==> src/rtl/fix_compid_serializer_if.sv <==
// Bundle of the CompID header stream: session config and start on one side, byte stream out the other.
// master = serializer side, slave = config/consumer side.
`timescale 1ns/1ps
interface fix_compid_serializer_if #(
  parameter int VALUE_WIDTH = 256,
  parameter int WIDTH_SIZE  = 5
);
  logic                   start_i;
  logic [VALUE_WIDTH-1:0] senderCompId_i;
  logic [VALUE_WIDTH-1:0] targetCompId_i;
  logic [WIDTH_SIZE-1:0]  sizeSenderId_i;
  logic [WIDTH_SIZE-1:0]  sizeTargetId_i;
  logic [7:0]             data_o;
  logic                   valid_o;
  logic                   ready_i;
  logic                   last_o;
  logic                   busy_o;
  logic                   done_o;

  modport master (
    input  start_i,
    input  senderCompId_i,
    input  targetCompId_i,
    input  sizeSenderId_i,
    input  sizeTargetId_i,
    input  ready_i,
    output data_o,
    output valid_o,
    output last_o,
    output busy_o,
    output done_o
  );

  modport slave (
    output start_i,
    output senderCompId_i,
    output targetCompId_i,
    output sizeSenderId_i,
    output sizeTargetId_i,
    output ready_i,
    input  data_o,
    input  valid_o,
    input  last_o,
    input  busy_o,
    input  done_o
  );
endinterface

==> src/rtl/fix_compid_serializer.sv <==
// Emits "49=<sender><SOH>56=<target><SOH>" as a valid/ready byte stream from latched CompIDs.
// Optional FIX_SEP_PIPE_EN: separators become '|' (0x7C) for readable debug logs.
`timescale 1ns/1ps
module fix_compid_serializer #(
  parameter int VALUE_WIDTH = 256,
  parameter int WIDTH_SIZE  = 5
) (
  input  logic                     clk,
  input  logic                     rst_n,
  fix_compid_serializer_if.master  bus
);

  localparam int NBYTES = VALUE_WIDTH / 8;
  localparam int IW     = WIDTH_SIZE + 1;

  localparam logic [2:0] IDLE  = 3'd0;
  localparam logic [2:0] S_TAG = 3'd1;
  localparam logic [2:0] S_ID  = 3'd2;
  localparam logic [2:0] S_SEP = 3'd3;
  localparam logic [2:0] T_TAG = 3'd4;
  localparam logic [2:0] T_ID  = 3'd5;
  localparam logic [2:0] T_SEP = 3'd6;

  localparam logic [IW-1:0] IDX_ZERO = '0;
  localparam logic [IW-1:0] IDX_ONE  = IW'(1);
  localparam logic [IW-1:0] TAG_LAST = IW'(2);

`ifdef FIX_SEP_PIPE_EN
  localparam logic [7:0] SEP_BYTE = 8'h7C;
`else
  localparam logic [7:0] SEP_BYTE = 8'h01;
`endif

  logic [2:0]             state_q, state_d;
  logic [IW-1:0]          idx_q, idx_d;
  logic [VALUE_WIDTH-1:0] sender_q, sender_d;
  logic [VALUE_WIDTH-1:0] target_q, target_d;
  logic [WIDTH_SIZE-1:0]  size_s_q, size_s_d;
  logic [WIDTH_SIZE-1:0]  size_t_q, size_t_d;
  logic [7:0]             data_q, data_d;
  logic                   valid_q, valid_d;
  logic                   last_q, last_d;
  logic                   busy_q, busy_d;
  logic                   done_q, done_d;

  logic                   xfer;
  logic                   accept;
  logic [7:0]             sender_bytes [NBYTES];
  logic [7:0]             target_bytes [NBYTES];

  for (genvar gi = 0; gi < NBYTES; gi++) begin : g_bytes
    assign sender_bytes[gi] = sender_q[8*gi +: 8];
    assign target_bytes[gi] = target_q[8*gi +: 8];
  end

  assign xfer   = valid_q & bus.ready_i;
  assign accept = (state_q == IDLE) & bus.start_i;

  // Sequencing: every state change clears the shared index.
  always_comb begin
    state_d  = state_q;
    idx_d    = idx_q;
    sender_d = sender_q;
    target_d = target_q;
    size_s_d = size_s_q;
    size_t_d = size_t_q;
    done_d   = 1'b0;
    case (state_q)
      IDLE: begin
        if (accept) begin
          state_d  = S_TAG;
          idx_d    = IDX_ZERO;
          sender_d = bus.senderCompId_i;
          target_d = bus.targetCompId_i;
          size_s_d = bus.sizeSenderId_i;
          size_t_d = bus.sizeTargetId_i;
        end
      end
      S_TAG: begin
        if (xfer) begin
          if (idx_q == TAG_LAST) begin
            state_d = S_ID;
            idx_d   = IDX_ZERO;
          end else begin
            idx_d = idx_q + IDX_ONE;
          end
        end
      end
      S_ID: begin
        if (xfer) begin
          if (idx_q == {1'b0, size_s_q}) begin
            state_d = S_SEP;
            idx_d   = IDX_ZERO;
          end else begin
            idx_d = idx_q + IDX_ONE;
          end
        end
      end
      S_SEP: begin
        if (xfer) begin
          state_d = T_TAG;
          idx_d   = IDX_ZERO;
        end
      end
      T_TAG: begin
        if (xfer) begin
          if (idx_q == TAG_LAST) begin
            state_d = T_ID;
            idx_d   = IDX_ZERO;
          end else begin
            idx_d = idx_q + IDX_ONE;
          end
        end
      end
      T_ID: begin
        if (xfer) begin
          if (idx_q == {1'b0, size_t_q}) begin
            state_d = T_SEP;
            idx_d   = IDX_ZERO;
          end else begin
            idx_d = idx_q + IDX_ONE;
          end
        end
      end
      T_SEP: begin
        if (xfer) begin
          state_d = IDLE;
          idx_d   = IDX_ZERO;
          done_d  = 1'b1;
        end
      end
      default: begin
        state_d = IDLE;
        idx_d   = IDX_ZERO;
      end
    endcase
  end

  // Output byte is decoded from the next state/index so it lands in data_q with that state.
  always_comb begin
    data_d = 8'h00;
    case (state_d)
      S_TAG: begin
        if (idx_d == IDX_ZERO)     data_d = 8'h34;
        else if (idx_d == IDX_ONE) data_d = 8'h39;
        else                       data_d = 8'h3D;
      end
      T_TAG: begin
        if (idx_d == IDX_ZERO)     data_d = 8'h35;
        else if (idx_d == IDX_ONE) data_d = 8'h36;
        else                       data_d = 8'h3D;
      end
      S_ID:    data_d = sender_bytes[idx_d[WIDTH_SIZE-1:0]];
      T_ID:    data_d = target_bytes[idx_d[WIDTH_SIZE-1:0]];
      S_SEP:   data_d = SEP_BYTE;
      T_SEP:   data_d = SEP_BYTE;
      default: data_d = 8'h00;
    endcase
  end

  always_comb begin
    valid_d = (state_d != IDLE);
    busy_d  = (state_d != IDLE);
    last_d  = (state_d == T_SEP);
  end

  always_ff @(posedge clk or negedge rst_n) begin
    if (!rst_n) begin
      state_q  <= IDLE;
      idx_q    <= IDX_ZERO;
      sender_q <= '0;
      target_q <= '0;
      size_s_q <= '0;
      size_t_q <= '0;
      data_q   <= 8'h00;
      valid_q  <= 1'b0;
      last_q   <= 1'b0;
      busy_q   <= 1'b0;
      done_q   <= 1'b0;
    end else begin
      state_q  <= state_d;
      idx_q    <= idx_d;
      sender_q <= sender_d;
      target_q <= target_d;
      size_s_q <= size_s_d;
      size_t_q <= size_t_d;
      data_q   <= data_d;
      valid_q  <= valid_d;
      last_q   <= last_d;
      busy_q   <= busy_d;
      done_q   <= done_d;
    end
  end

  assign bus.data_o  = data_q;
  assign bus.valid_o = valid_q;
  assign bus.last_o  = last_q;
  assign bus.busy_o  = busy_q;
  assign bus.done_o  = done_q;

endmodule

==> src/flat_wrapper.sv <==
// flat-port wrapper written by rule: the top's interface ports become plain ports
module fix_compid_serializer_flat 
#(
  parameter int VALUE_WIDTH = 256,
  parameter int WIDTH_SIZE  = 5
)
  (clk, rst_n, bus_start_i, bus_senderCompId_i, bus_targetCompId_i, bus_sizeSenderId_i, bus_sizeTargetId_i, bus_ready_i, bus_data_o, bus_valid_o, bus_last_o, bus_busy_o, bus_done_o);
  fix_compid_serializer_if #(.VALUE_WIDTH(VALUE_WIDTH), .WIDTH_SIZE(WIDTH_SIZE)) bus_i ();
  input  logic clk;
  input  logic rst_n;
  input wire logic [$bits(bus_i.start_i)-1:0] bus_start_i;
  input wire logic [$bits(bus_i.senderCompId_i)-1:0] bus_senderCompId_i;
  input wire logic [$bits(bus_i.targetCompId_i)-1:0] bus_targetCompId_i;
  input wire logic [$bits(bus_i.sizeSenderId_i)-1:0] bus_sizeSenderId_i;
  input wire logic [$bits(bus_i.sizeTargetId_i)-1:0] bus_sizeTargetId_i;
  input wire logic [$bits(bus_i.ready_i)-1:0] bus_ready_i;
  output wire logic [$bits(bus_i.data_o)-1:0] bus_data_o;
  output wire logic [$bits(bus_i.valid_o)-1:0] bus_valid_o;
  output wire logic [$bits(bus_i.last_o)-1:0] bus_last_o;
  output wire logic [$bits(bus_i.busy_o)-1:0] bus_busy_o;
  output wire logic [$bits(bus_i.done_o)-1:0] bus_done_o;
  assign bus_i.start_i = bus_start_i;
  assign bus_i.senderCompId_i = bus_senderCompId_i;
  assign bus_i.targetCompId_i = bus_targetCompId_i;
  assign bus_i.sizeSenderId_i = bus_sizeSenderId_i;
  assign bus_i.sizeTargetId_i = bus_sizeTargetId_i;
  assign bus_i.ready_i = bus_ready_i;
  assign bus_data_o = bus_i.data_o;
  assign bus_valid_o = bus_i.valid_o;
  assign bus_last_o = bus_i.last_o;
  assign bus_busy_o = bus_i.busy_o;
  assign bus_done_o = bus_i.done_o;
  fix_compid_serializer #(.VALUE_WIDTH(VALUE_WIDTH), .WIDTH_SIZE(WIDTH_SIZE)) u_core (.clk(clk), .rst_n(rst_n), .bus(bus_i));
endmodule
==> config.mk <==
export PLATFORM = sky130hd
export DESIGN_NAME = fix_compid_serializer_flat
export DESIGN_NICKNAME = d
export VERILOG_FILES = /design/src/rtl/fix_compid_serializer_if.sv /design/src/rtl/fix_compid_serializer.sv /design/src/flat_wrapper.sv
export SDC_FILE = /design/constraint.sdc
export NUM_CORES = 1
export LEC_CHECK = 0
export CAP_MARGIN = 30
export CORE_ASPECT_RATIO = 0.9
export CORE_MARGIN = 2
export CORE_UTILIZATION = 47
export DETAILED_ROUTE_END_ITERATION = 16
export PLACE_DENSITY_LB_ADDON = 0.12
export SETUP_SLACK_MARGIN = 0.3
export SYNTH_ARGS = -nofsm -noshare
export SYNTH_HDL_FRONTEND = slang
export SYNTH_SLANG_ARGS = --single-unit
==> constraint.sdc <==
create_clock -name clk -period 3.41 [get_ports clk]
set_input_delay 0.682 -clock clk [delete_from_list [all_inputs] [get_ports clk]]
set_output_delay 0.682 -clock clk [all_outputs]
set_load 0.01 [all_outputs]
==> reports/metrics.json <==
{
  "outcome": "complete, but fails checks",
  "failed_checks": "negative setup slack",
  "cp-end-kind": "flop",
  "grt_antenna_before_repair": 16,
  "max-clock-path-buffers": 3,
  "area.growth.synth_to_final_pct": 44.1,
  "drc": 0,
  "clock_tree.root_cell": "clkbuf_16",
  "edff_count_synth": 0,
  "grt-ovfl-total": 0,
  "fin_crit_ps": 3560,
  "clock_latency_ps": 630,
  "initial_core_util": 0.473,
  "grt_first_pass_wirelength_um": 138000,
  "grt_most_used_layer": "met2",
  "global_route.usage.met1": 0.428,
  "synth-main-ff-cell": "dfrtp_1",
  "number_of_different_library_cells_in_the_post_synthesis_netlist": 74,
  "synth.cells.most_frequent": "542 x dfrtp_1, 522 x mux2_2, 307 x nand2_1, 121 x a21oi_1, 104 x clkbuf_1",
  "floorplan.core_area_um2": 54000,
  "finalWeightedCongestion": 0.902,
  "slew_headroom": 0.480,
  "timing.setup.critical_path_class": "flop to flop",
  "global_route.usage.met2": 0.553,
  "synth_top_cells_by_area": "dfrtp_1 53%, mux2_2 23%, nand2_1 4.5%",
  "synthDominantAreaCellType": "dfrtp_1",
  "cp_data_arrival_time_ps": 4060,
  "hold_viol": 0,
  "cell_count_after_synthesis": 2173,
  "timing.final.crit_share": 1.04,
  "fin_setup_tns_ps": -496,
  "overall_power_after_layout_w": 0.0395,
  "cts_buffers": 55,
  "postRouteAntennaNets": 0,
  "place.detailed.hpwl_um": 67600,
  "clock_sinks": 542,
  "leakage_nw": 15.0,
  "worst_slack_ps": -146,
  "worst_setup_hold_path_clk_slew_ps": 60,
  "fp.dieArea_um2": 56200,
  "power_density_nw_per_um2": 1070,
  "grt_max_degree": 190,
  "min_path_type": "primary input to async pin",
  "unrepaired_setup_endpoints_after_global_routing": "yes",
  "port-buffer-count": 537,
  "crit_required_ps": 3910,
  "yosys.cell_count.top_type": "dfrtp_1",
  "setup_violations": 7,
  "cts_tree": "yes",
  "fmaxAchievable_mhz": 281,
  "drt-initial-drc-count": 1774,
  "worst_path_max_fanout": 25,
  "synth_top_cell_area_share": 0.531,
  "setup.worst_path.start_class": "flop",
  "drt-total-wl_um": 94100,
  "h_tree_levels": 2,
  "first_global_vias": 22200,
  "dr_total_vias": 21100,
  "flop_and_latch_count_out_of_synthesis": 542,
  "dieWidth_um": 250,
  "global_route.usage.met3": 0.0543,
  "global_route.usage.total": 0.327,
  "post_drt_wl_per_cell_um": 25.9,
  "ratio_of_cells_with_drive_above_1_in_the_final_layout": 0.367,
  "ys_seq_area_frac": 0.531,
  "drtPass1Iterations": 5,
  "top_level_ports": 538,
  "syn_nets": 2701,
  "fin_nets": 3400,
  "fp-row-count": 81,
  "timing_max_transition_violations_final": 0,
  "post_detailed_route_via_to_cell_ratio": 5.83,
  "synthesis_warning_total": 0,
  "max_slew.worst_pin.slew_ps": 781,
  "syn-mean-instance-area_um2": 11.7,
  "maxCapViolations": 0,
  "fin_worst_skew_ps": 20.4,
  "syn-cell-area_um2": 25500,
  "chipHeight_um": 225,
  "async_reset_ff_frac": 1.00,
  "ir_drop_mv": 0.659
}
state kept, by name (all words and copies together), names as in the netlist:
register            flops
u_core.bus.data_o       8
u_core.bus.done_o       1
u_core.bus.last_o       1
u_core.bus.valid_o      1
u_core.idx_q            6
u_core.sender_q       256
u_core.size_s_q         5
u_core.size_t_q         5
u_core.state_q          3
u_core.target_q       256
metrics by stage:
step	setup slack [ps]	hold slack [ps]	util	instance area, µm²	cells
floorplan	91.9	386	-	25700	2173
global placement	-935	483	0.616	33300	3474
detailed placement	-1010	487	0.616	33300	3474
CTS	-33.2	70.3	0.670	36200	3602
global route	-237	77.7	0.681	36800	3627
finish	-146	36.6	0.681	36800	3628
cell families (layout without fill, tap and decap cells):
kind of cell / after synthesis / in the layout / synth area share
flops: 542 / 542 / 0.531
mux: 529 / 529 / 0.233
simple gates: 509 / 509 / 0.0917
compound gates: 391 / 391 / 0.106
buf+inv: 189 / 930 / 0.0324
xor+xnor: 11 / 11 / 0.00451
fa+ha+maj: 2 / 2 / 0.000980
other cells: 0 / 9 / 0
layout make-up:
class                           instances  area, µm²
Antenna cell                            9       22.5
Clock buffer                           83       1660
Clock inverter                         16        250
Fill cell                            4067      17200
Inverter                               10       66.3
Multi-Input combinational cell       1442      12000
Sequential cell                       542      13600
Tap cell                              705        882
Timing Repair Buffer                  819       8260
Timing Repair inverter                  2       17.5
final timing paths:
kind / from / endpoint / slack (ps) / cells past startpoint
max: u_core.state_q[0]$_DFF_PN0_ / u_core.bus.data_o[4]$_DFF_PN0_ / -150 / 14
max in group asynchronous: rst_n / u_core.sender_q[10]$_DFFE_PN0P_ / 2380 / 3
min in group clk: u_core.target_q[133]$_DFFE_PN0P_ / u_core.target_q[133]$_DFFE_PN0P_ / 500 / 1
min: rst_n / u_core.sender_q[181]$_DFFE_PN0P_ / 40 / 1
min reg2reg: u_core.target_q[133]$_DFFE_PN0P_ / u_core.target_q[133]$_DFFE_PN0P_ / 500 / 1
max reg2reg: u_core.state_q[0]$_DFF_PN0_ / u_core.bus.data_o[4]$_DFF_PN0_ / -150 / 14
per-layer routing:
layer,up-vias,routed length (µm)
met3,183,5590
met1,10800,39200
met4,16,3150
met5,-,103
li1,9376,-
met2,756,46000
worst max-delay path, stage by stage, from the launching register on:
cell      delay, ps
dfrtp_2         480
buf_12          160
nor4b_4         350
a221oi_4         70
and2_4          180
a21o_1          200
nor2_4          340
inv_8           110
buf_12          190
buf_4           160
a211oi_2        240
a311oi_1        100
a21oi_1         240
o21ai_1         110
or4_1           490
layout by cell type, fill, tap and decap left out, types with 7 or more instances in the layout:
| cell | synthesis | layout |
|---|---|---|
| buf_6 | 1 | 24 |
| mux2_2 | 522 | 522 |
| buf_4 | 13 | 209 |
| and3_1 | 63 | 57 |
| a311oi_1 | 23 | 16 |
| o21ai_0 | 22 | 13 |
| a221oi_1 | 34 | 21 |
| a211oi_1 | 58 | 22 |
| a21oi_2 | 1 | 9 |
| clkbuf_1 | 104 | 11 |
| dfrtp_1 | 542 | 535 |
| o21ai_1 | 0 | 8 |
| o211ai_1 | 9 | 9 |
| a22oi_1 | 12 | 8 |
| nand3_1 | 51 | 47 |
| nand2_1 | 307 | 303 |
| diode_2 | 0 | 9 |
| a32oi_1 | 15 | 13 |
| nor2_1 | 25 | 20 |
| a211oi_2 | 1 | 36 |
| clkbuf_16 | 0 | 61 |
| clkdlybuf4s50_1 | 0 | 535 |
| a31oi_1 | 37 | 29 |
| buf_12 | 0 | 32 |
| a21oi_1 | 121 | 111 |
| nor3_2 | 0 | 9 |
| a221oi_2 | 2 | 13 |
| clkbuf_8 | 0 | 16 |
| nand4_1 | 10 | 10 |
| dfrtp_2 | 0 | 7 |
power breakdown:
group          leakage, nW  internal, W  switching, W  total, W
Sequential            6.40      0.00977       0.00212    0.0119
Combinational         7.71       0.0104        0.0108    0.0212
Clock                0.938      0.00380       0.00262   0.00643
repair_timing:
| action | 4_1_cts | 5_1_grt |
|---|---|---|
| hold buffers | 0 | 0 |
| setup buffers | 23 | 12 |
| pin swaps | 43 | 22 |
| gates cloned | 6 | 5 |
| gates resized for setup | 141 | 75 |
| setup endpoints to repair | 462 | 242 |
| endpoints found under the hold margin | 0 | 0 |
(Power assumes the default switching activity.)
